==> config.mk <==
export PLATFORM = sky130hd
export DESIGN_NAME = envelope_adsr_shaper_flat
export DESIGN_NICKNAME = d
export VERILOG_FILES = /design/src/rtl/envelope_adsr_shaper_if.sv /design/src/rtl/envelope_adsr_shaper.sv /design/src/flat_wrapper.sv
export SDC_FILE = /design/constraint.sdc
export NUM_CORES = 1
export LEC_CHECK = 0
export ABC_AREA = 0
export CAP_MARGIN = 25
export CELL_PAD_IN_SITES_DETAIL_PLACEMENT = 2
export CELL_PAD_IN_SITES_GLOBAL_PLACEMENT = 2
export CORE_MARGIN = 2
export CORE_UTILIZATION = 33
export DETAILED_ROUTE_END_ITERATION = 7
export PLACE_DENSITY_LB_ADDON = 0.1
export SETUP_SLACK_MARGIN = 0.02
export SKIP_LAST_GASP = 1
export SLEW_MARGIN = 10
export SYNTH_ARGS = -nofsm -noshare
export SYNTH_HDL_FRONTEND = slang
export SYNTH_SLANG_ARGS = --single-unit
==> constraint.sdc <==
create_clock -name CLK_32KHz -period 4.8 [get_ports CLK_32KHz]
set_clock_uncertainty 0.15 [all_clocks]
set_input_delay 0.72 -clock CLK_32KHz [delete_from_list [all_inputs] [get_ports CLK_32KHz]]
set_output_delay 0.72 -clock CLK_32KHz [all_outputs]
set_load 0.01 [all_outputs]
==> src/rtl/envelope_adsr_shaper_if.sv <==
// Signal bundle between the sine generator / note control and the ADSR envelope shaper.
interface envelope_adsr_shaper_if;
   logic       gate;
   logic [7:0] inputSample;
   logic [7:0] sustainLevel;
   logic [7:0] outputSample;
   logic [7:0] envelopeLevel;
   logic [2:0] stage;
   logic       active;
   logic       noteDone;

   modport master (
      output gate, inputSample, sustainLevel,
      input  outputSample, envelopeLevel, stage, active, noteDone
   );

   modport slave (
      input  gate, inputSample, sustainLevel,
      output outputSample, envelopeLevel, stage, active, noteDone
   );
endinterface

==> src/rtl/envelope_adsr_shaper.sv <==
// ADSR amplitude envelope applied to the 8-bit sine generator sample.
// The level steps at a per-stage divided rate and scales the sample one clock later.
module envelope_adsr_shaper #(
   parameter int unsigned ATTACK_DIV  = 32,
   parameter int unsigned DECAY_DIV   = 64,
   parameter int unsigned RELEASE_DIV = 128,
   parameter int unsigned DIV_W       = 16
) (
   input  logic                   CLK_32KHz,
   input  logic                   reset_n,
   envelope_adsr_shaper_if.slave  env
);

   typedef enum logic [2:0] {
      IDLE    = 3'd0,
      ATTACK  = 3'd1,
      DECAY   = 3'd2,
      SUSTAIN = 3'd3,
      RELEASE = 3'd4
   } stage_t;

   stage_t           stageReg, stageNext;
   logic [7:0]       levelReg, levelNext;
   logic [DIV_W-1:0] divReg, divNext, divLimit;
   logic             divStep;
   logic [7:0]       outReg, outNext;
   logic             doneReg, doneNext;
   logic             activeReg;

   // Stages without a ramp use a limit of zero, which keeps the divider parked at 0.
   always_comb begin
      divLimit = '0;
      case (stageReg)
         ATTACK:  divLimit = DIV_W'(ATTACK_DIV - 1);
         DECAY:   divLimit = DIV_W'(DECAY_DIV - 1);
         RELEASE: divLimit = DIV_W'(RELEASE_DIV - 1);
         default: divLimit = '0;
      endcase
   end

   assign divStep = (divReg == divLimit);

   // (level+1) scaling lets full scale pass the sample untouched and zero silence it.
   assign outNext = 8'((17'(env.inputSample) * (17'(levelReg) + 17'd1)) >> 8);

   always_comb begin
      stageNext = stageReg;
      levelNext = levelReg;
      doneNext  = 1'b0;
      divNext   = divStep ? '0 : divReg + DIV_W'(1);
      case (stageReg)
         IDLE: begin
            if (env.gate) begin
               stageNext = ATTACK;
               levelNext = 8'd0;
            end
         end
         ATTACK: begin
            if (!env.gate)
               stageNext = RELEASE;
            else if (levelReg == 8'd255)
               stageNext = DECAY;
            else if (divStep)
               levelNext = levelReg + 8'd1;
         end
         DECAY: begin
            if (!env.gate)
               stageNext = RELEASE;
            else if (levelReg <= env.sustainLevel) begin
               stageNext = SUSTAIN;
               levelNext = env.sustainLevel;
            end else if (divStep)
               levelNext = levelReg - 8'd1;
         end
         SUSTAIN: begin
            if (!env.gate)
               stageNext = RELEASE;
            else
               levelNext = env.sustainLevel;
         end
         RELEASE: begin
            // A new gate restarts the attack from the current level so there is no click.
            if (env.gate)
               stageNext = ATTACK;
            else if (levelReg == 8'd0) begin
               stageNext = IDLE;
               doneNext  = 1'b1;
            end else if (divStep)
               levelNext = levelReg - 8'd1;
         end
         default: begin
            stageNext = IDLE;
            levelNext = 8'd0;
         end
      endcase
      if (stageNext != stageReg)
         divNext = '0;
   end

   always_ff @(posedge CLK_32KHz or negedge reset_n) begin
      if (!reset_n) begin
         stageReg  <= IDLE;
         levelReg  <= 8'd0;
         divReg    <= '0;
         outReg    <= 8'd0;
         doneReg   <= 1'b0;
         activeReg <= 1'b0;
      end else begin
         stageReg  <= stageNext;
         levelReg  <= levelNext;
         divReg    <= divNext;
         outReg    <= outNext;
         doneReg   <= doneNext;
         activeReg <= (stageNext != IDLE);
      end
   end

   assign env.outputSample  = outReg;
   assign env.envelopeLevel = levelReg;
   assign env.stage         = stageReg;
   assign env.active        = activeReg;
   assign env.noteDone      = doneReg;

endmodule
==> src/flat_wrapper.sv <==
// flat-port wrapper written by rule: the top's interface ports become plain ports
module envelope_adsr_shaper_flat 
#(
   parameter int unsigned ATTACK_DIV  = 32,
   parameter int unsigned DECAY_DIV   = 64,
   parameter int unsigned RELEASE_DIV = 128,
   parameter int unsigned DIV_W       = 16
)
  (CLK_32KHz, reset_n, env_gate, env_inputSample, env_sustainLevel, env_outputSample, env_envelopeLevel, env_stage, env_active, env_noteDone);
  envelope_adsr_shaper_if env_i ();
  input  logic CLK_32KHz;
  input  logic reset_n;
  input wire logic [$bits(env_i.gate)-1:0] env_gate;
  input wire logic [$bits(env_i.inputSample)-1:0] env_inputSample;
  input wire logic [$bits(env_i.sustainLevel)-1:0] env_sustainLevel;
  output wire logic [$bits(env_i.outputSample)-1:0] env_outputSample;
  output wire logic [$bits(env_i.envelopeLevel)-1:0] env_envelopeLevel;
  output wire logic [$bits(env_i.stage)-1:0] env_stage;
  output wire logic [$bits(env_i.active)-1:0] env_active;
  output wire logic [$bits(env_i.noteDone)-1:0] env_noteDone;
  assign env_i.gate = env_gate;
  assign env_i.inputSample = env_inputSample;
  assign env_i.sustainLevel = env_sustainLevel;
  assign env_outputSample = env_i.outputSample;
  assign env_envelopeLevel = env_i.envelopeLevel;
  assign env_stage = env_i.stage;
  assign env_active = env_i.active;
  assign env_noteDone = env_i.noteDone;
  envelope_adsr_shaper #(.ATTACK_DIV(ATTACK_DIV), .DECAY_DIV(DECAY_DIV), .RELEASE_DIV(RELEASE_DIV), .DIV_W(DIV_W)) u_core (.CLK_32KHz(CLK_32KHz), .reset_n(reset_n), .env(env_i));
endmodule
==> impl_metrics.env <==
export IMPL_crit_family="adder cells"
export IMPL_path_class="reg -> reg"
export IMPL_coreArea_um2=13200
export IMPL_die_x_um=121
export IMPL_timing_hold_ws_ns=0.160
export IMPL_ys_flop_type="dfrtp_1"
export IMPL_layout_commonest_cell="inv_1"
export IMPL_grt_pass1_wl_um=24700
export IMPL_ant_nets=0
export IMPL_synthesis_area_um2=4480
export IMPL_worstPathCellList="ha_4 -> nand3_4 -> or2_4 -> xnor2_4 -> nand2_2 -> fa_1 -> inv_2 -> fa_1 -> fa_1 -> inv_2 -> fa_1 -> inv_2 -> ha_4 -> nand2_2 -> o31a_1 -> o21ai_2 -> nor3_2 -> o21bai_1 -> xnor2_1"
export IMPL_cts_buffers=5
export IMPL_synth_seq_cells=37
export IMPL_start_util_pct=33.8
export IMPL_stdcell_area_um2=5900
export IMPL_syn_nets=612
export IMPL_worst_endpoint_required_ns=4.86
export IMPL_p_switching_uw=495
export IMPL_vias_per_cell=5.09
export IMPL_seq_power_share_pct=26.6
export IMPL_dr_total_vias=3979
export IMPL_peakVddDrop_mv=0.121
export IMPL_drive_above_1_share_pct=21.5
export IMPL_ctsHtreeMaxLevel=2
export IMPL_grt_pass1_vias=4704
export IMPL_place_gp_congestion=0.875
export IMPL_crit_end="u_core.env.outputSample[7]$_DFF_PN0_"
export IMPL_yosys_warnings=0
export IMPL_diodes=0
export IMPL_crit_start="u_core.env.envelopeLevel[0]$_DFFE_PN0P_"
export IMPL_placed_cell_area_um2=5540
export IMPL_finalSetupViolCount=4
export IMPL_dieHeight_um=121
export IMPL_p_leak_uw=0.00277
export IMPL_cts_sinks=37
export IMPL_rr_endpoint="u_core.env.outputSample[7]$_DFF_PN0_"
export IMPL_drt_iter0_markers=117
export IMPL_relSlewSlack_pct=43.0
export IMPL_min_period_ns=4.92
export IMPL_layout_common_cells="inv_1 (63), buf_4 (61), nor2_1 (42)"
export IMPL_hold_buffers=0
export IMPL_rr_startpoint="u_core.env.envelopeLevel[0]$_DFFE_PN0P_"
export IMPL_cp_max_fo=4
export IMPL_pin_count=40
export IMPL_rows=42
export IMPL_path_depth=19
export IMPL_clk_insertion_delay_late_ns=0.29
export IMPL_ys_types=58
export IMPL_setup_tns_ns=-0.350
export IMPL_dp_cells=763
export IMPL_synth_top_area_share_pct=20.7
export IMPL_ys_seq_area_share_pct=20.7
export IMPL_place_hpwl_um=11400
export IMPL_period_share_pct=102
export IMPL_yosysTopAreaCell="dfrtp_1"
export IMPL_final_util_pct=44.6
export IMPL_instances_no_fill=781
export IMPL_p_int_uw=850
export IMPL_fmax_mhz=203
export IMPL_dieArea_um2=14500
export IMPL_areaGrowthSynthToFinish_pct=31.8
export IMPL_run_status="complete, but fails checks"
export IMPL_drv_cap=0
export IMPL_setup_slack_ns=-0.117
export IMPL_nNetsFinal=707
export IMPL_clk_pin_slew_ns=0.06
export IMPL_ys_async_sr_fraction_pct=100
export IMPL_rsz0062_at_grt="true"
export IMPL_p_clk_share_pct=28.9
export IMPL_combPwrFrac_pct=44.6
export IMPL_cts_tree="done"
export IMPL_track_usage_pct=21.7
export IMPL_final_max_slew_violation_count=0
export IMPL_cts_buffer_depth=2
export IMPL_syn_inst=510
export IMPL_p_sw_share_pct=36.8
export IMPL_cpMaxStageDelayCell="fa_1"
export IMPL_cts_root_buf="clkbuf_16"
export IMPL_dr_pass1_iters=4
export IMPL_route_detailed_drc=0
export IMPL_grt_start_max_net_pins=38
export IMPL_power_density_nw_per_um2=228
export IMPL_n_fill_cell=1457
export IMPL_worst_path_buf_inv=3
export IMPL_r2r_slack_ns=-0.12
export IMPL_reg2regPathDepth=19
export IMPL_hold_viol=0
export IMPL_violations="negative setup slack"
export IMPL_max_stage_delay_ns=0.52
export IMPL_critPathCaptureType="flop"
export IMPL_wl_per_cell_um=19.3
export IMPL_avgSynthCellArea_um2=8.78
export IMPL_overflow=0
export IMPL_routed_wl_um=15000
export IMPL_cp_start_kind="flop"
export IMPL_antenna_found_initial=0
export IMPL_tightest_slew_ns=0.844
export IMPL_hold_class="in -> async"
export IMPL_synth_edf_count=0
export IMPL_port_buffers=39
export IMPL_crit_top_cell="fa_1"
export IMPL_cp_arrival_ns=4.98
export IMPL_yosys_top_cells_area="dfrtp_1 (21%), fa_1 (18%), ha_1 (12%)"
power groups by stage:
stage	combinational, uW	clock [uW]	sequential (uW)
finish	599	388	357
detailed placement	543	0	360
global route	665	403	360
global placement	525	0	359
floorplan	343	0	358
CTS	570	399	356
Yosys cell counts (3+ instances only):
cell      count
xor2_1       13
o22ai_1       3
o21ai_1       4
xnor2_1      18
and3_1        3
o211ai_1      3
nor2b_1      13
inv_1        69
nand3_1      14
or3_1         4
nand2b_1      5
a31oi_1       4
nor4_1        3
nand2_1      43
o21ai_0       9
nor3_1       13
or2_2         3
dfrtp_1      37
a21oi_1      17
o21a_1        5
buf_2         9
and2_1       37
a32o_1        3
a32oi_1       3
nor2_1       44
nand4_1       6
fa_1         40
clkbuf_1      5
ha_1         43
area by class of cell:
type | instances | area, um2 | share of cell area, %
Tap cell | 176 | 220 | 3.73
Clock buffer | 5 | 125 | 2.12
Inverter | 69 | 259 | 4.39
Multi-Input combinational cell | 388 | 3440 | 58.3
Clock inverter | 2 | 35.0 | 0.594
Sequential cell | 37 | 931 | 15.8
Timing Repair Buffer | 104 | 891 | 15.1
worst min-delay path by stage:
stage	cells past startpoint	end	from	slack, ns
floorplan	0	u_core.divReg[0]$_DFF_PN0_	reset_n	0.27
global placement	1	u_core.divReg[0]$_DFF_PN0_	u_core.divReg[0]$_DFF_PN0_	0.36
detailed placement	1	u_core.divReg[0]$_DFF_PN0_	u_core.divReg[0]$_DFF_PN0_	0.37
CTS	1	u_core.divReg[0]$_DFF_PN0_	u_core.divReg[0]$_DFF_PN0_	0.38
global route	1	u_core.env.outputSample[3]$_DFF_PN0_	reset_n	0.17
finish	1	u_core.env.outputSample[3]$_DFF_PN0_	reset_n	0.16
kinds of logic (layout without fill, tap and decap cells):
logic type	count (synthesis)	in the layout	share of synthesized area, %
buf+inv	85	180	7.71
mux	1	1	0.307
fa+ha+maj	83	83	29.9
flops	37	37	20.7
compound gates	70	70	11.5
simple gates	203	203	23.8
xor+xnor	31	31	6.06
what timing repair did:
action / 4_1_cts / 5_1_grt
buffers inserted: 8 / 2
resized for setup: 21 / 11
endpoints found under the setup margin: 5 / 7
pin swaps: 19 / 8
stage by stage:
step	power (uW)	worst slack [ns]
final	1340	-0.117
after global routing	1430	-0.307
after CTS	1330	-0.128
after detailed placement	903	-0.660
after global placement	883	-0.544
after floorplan	701	0.0223
state kept, by name, indices dropped and copies added, names as in the netlist:
name,cells
u_core.env.noteDone,1
u_core.env.stage,3
u_core.env.outputSample,8
u_core.env.active,1
u_core.env.envelopeLevel,8
u_core.divReg,16
layer usage:
metal	GRT usage, %	share of wire, %	vias to the layer above
met2	39.3	52	36
met1	28.2	45	2050
met5	0	0	-
met4	4.58	1.2	0
li1	-	-	1879
met3	2.03	1.5	14
Note: power is estimated with default switching activity, not from simulation.
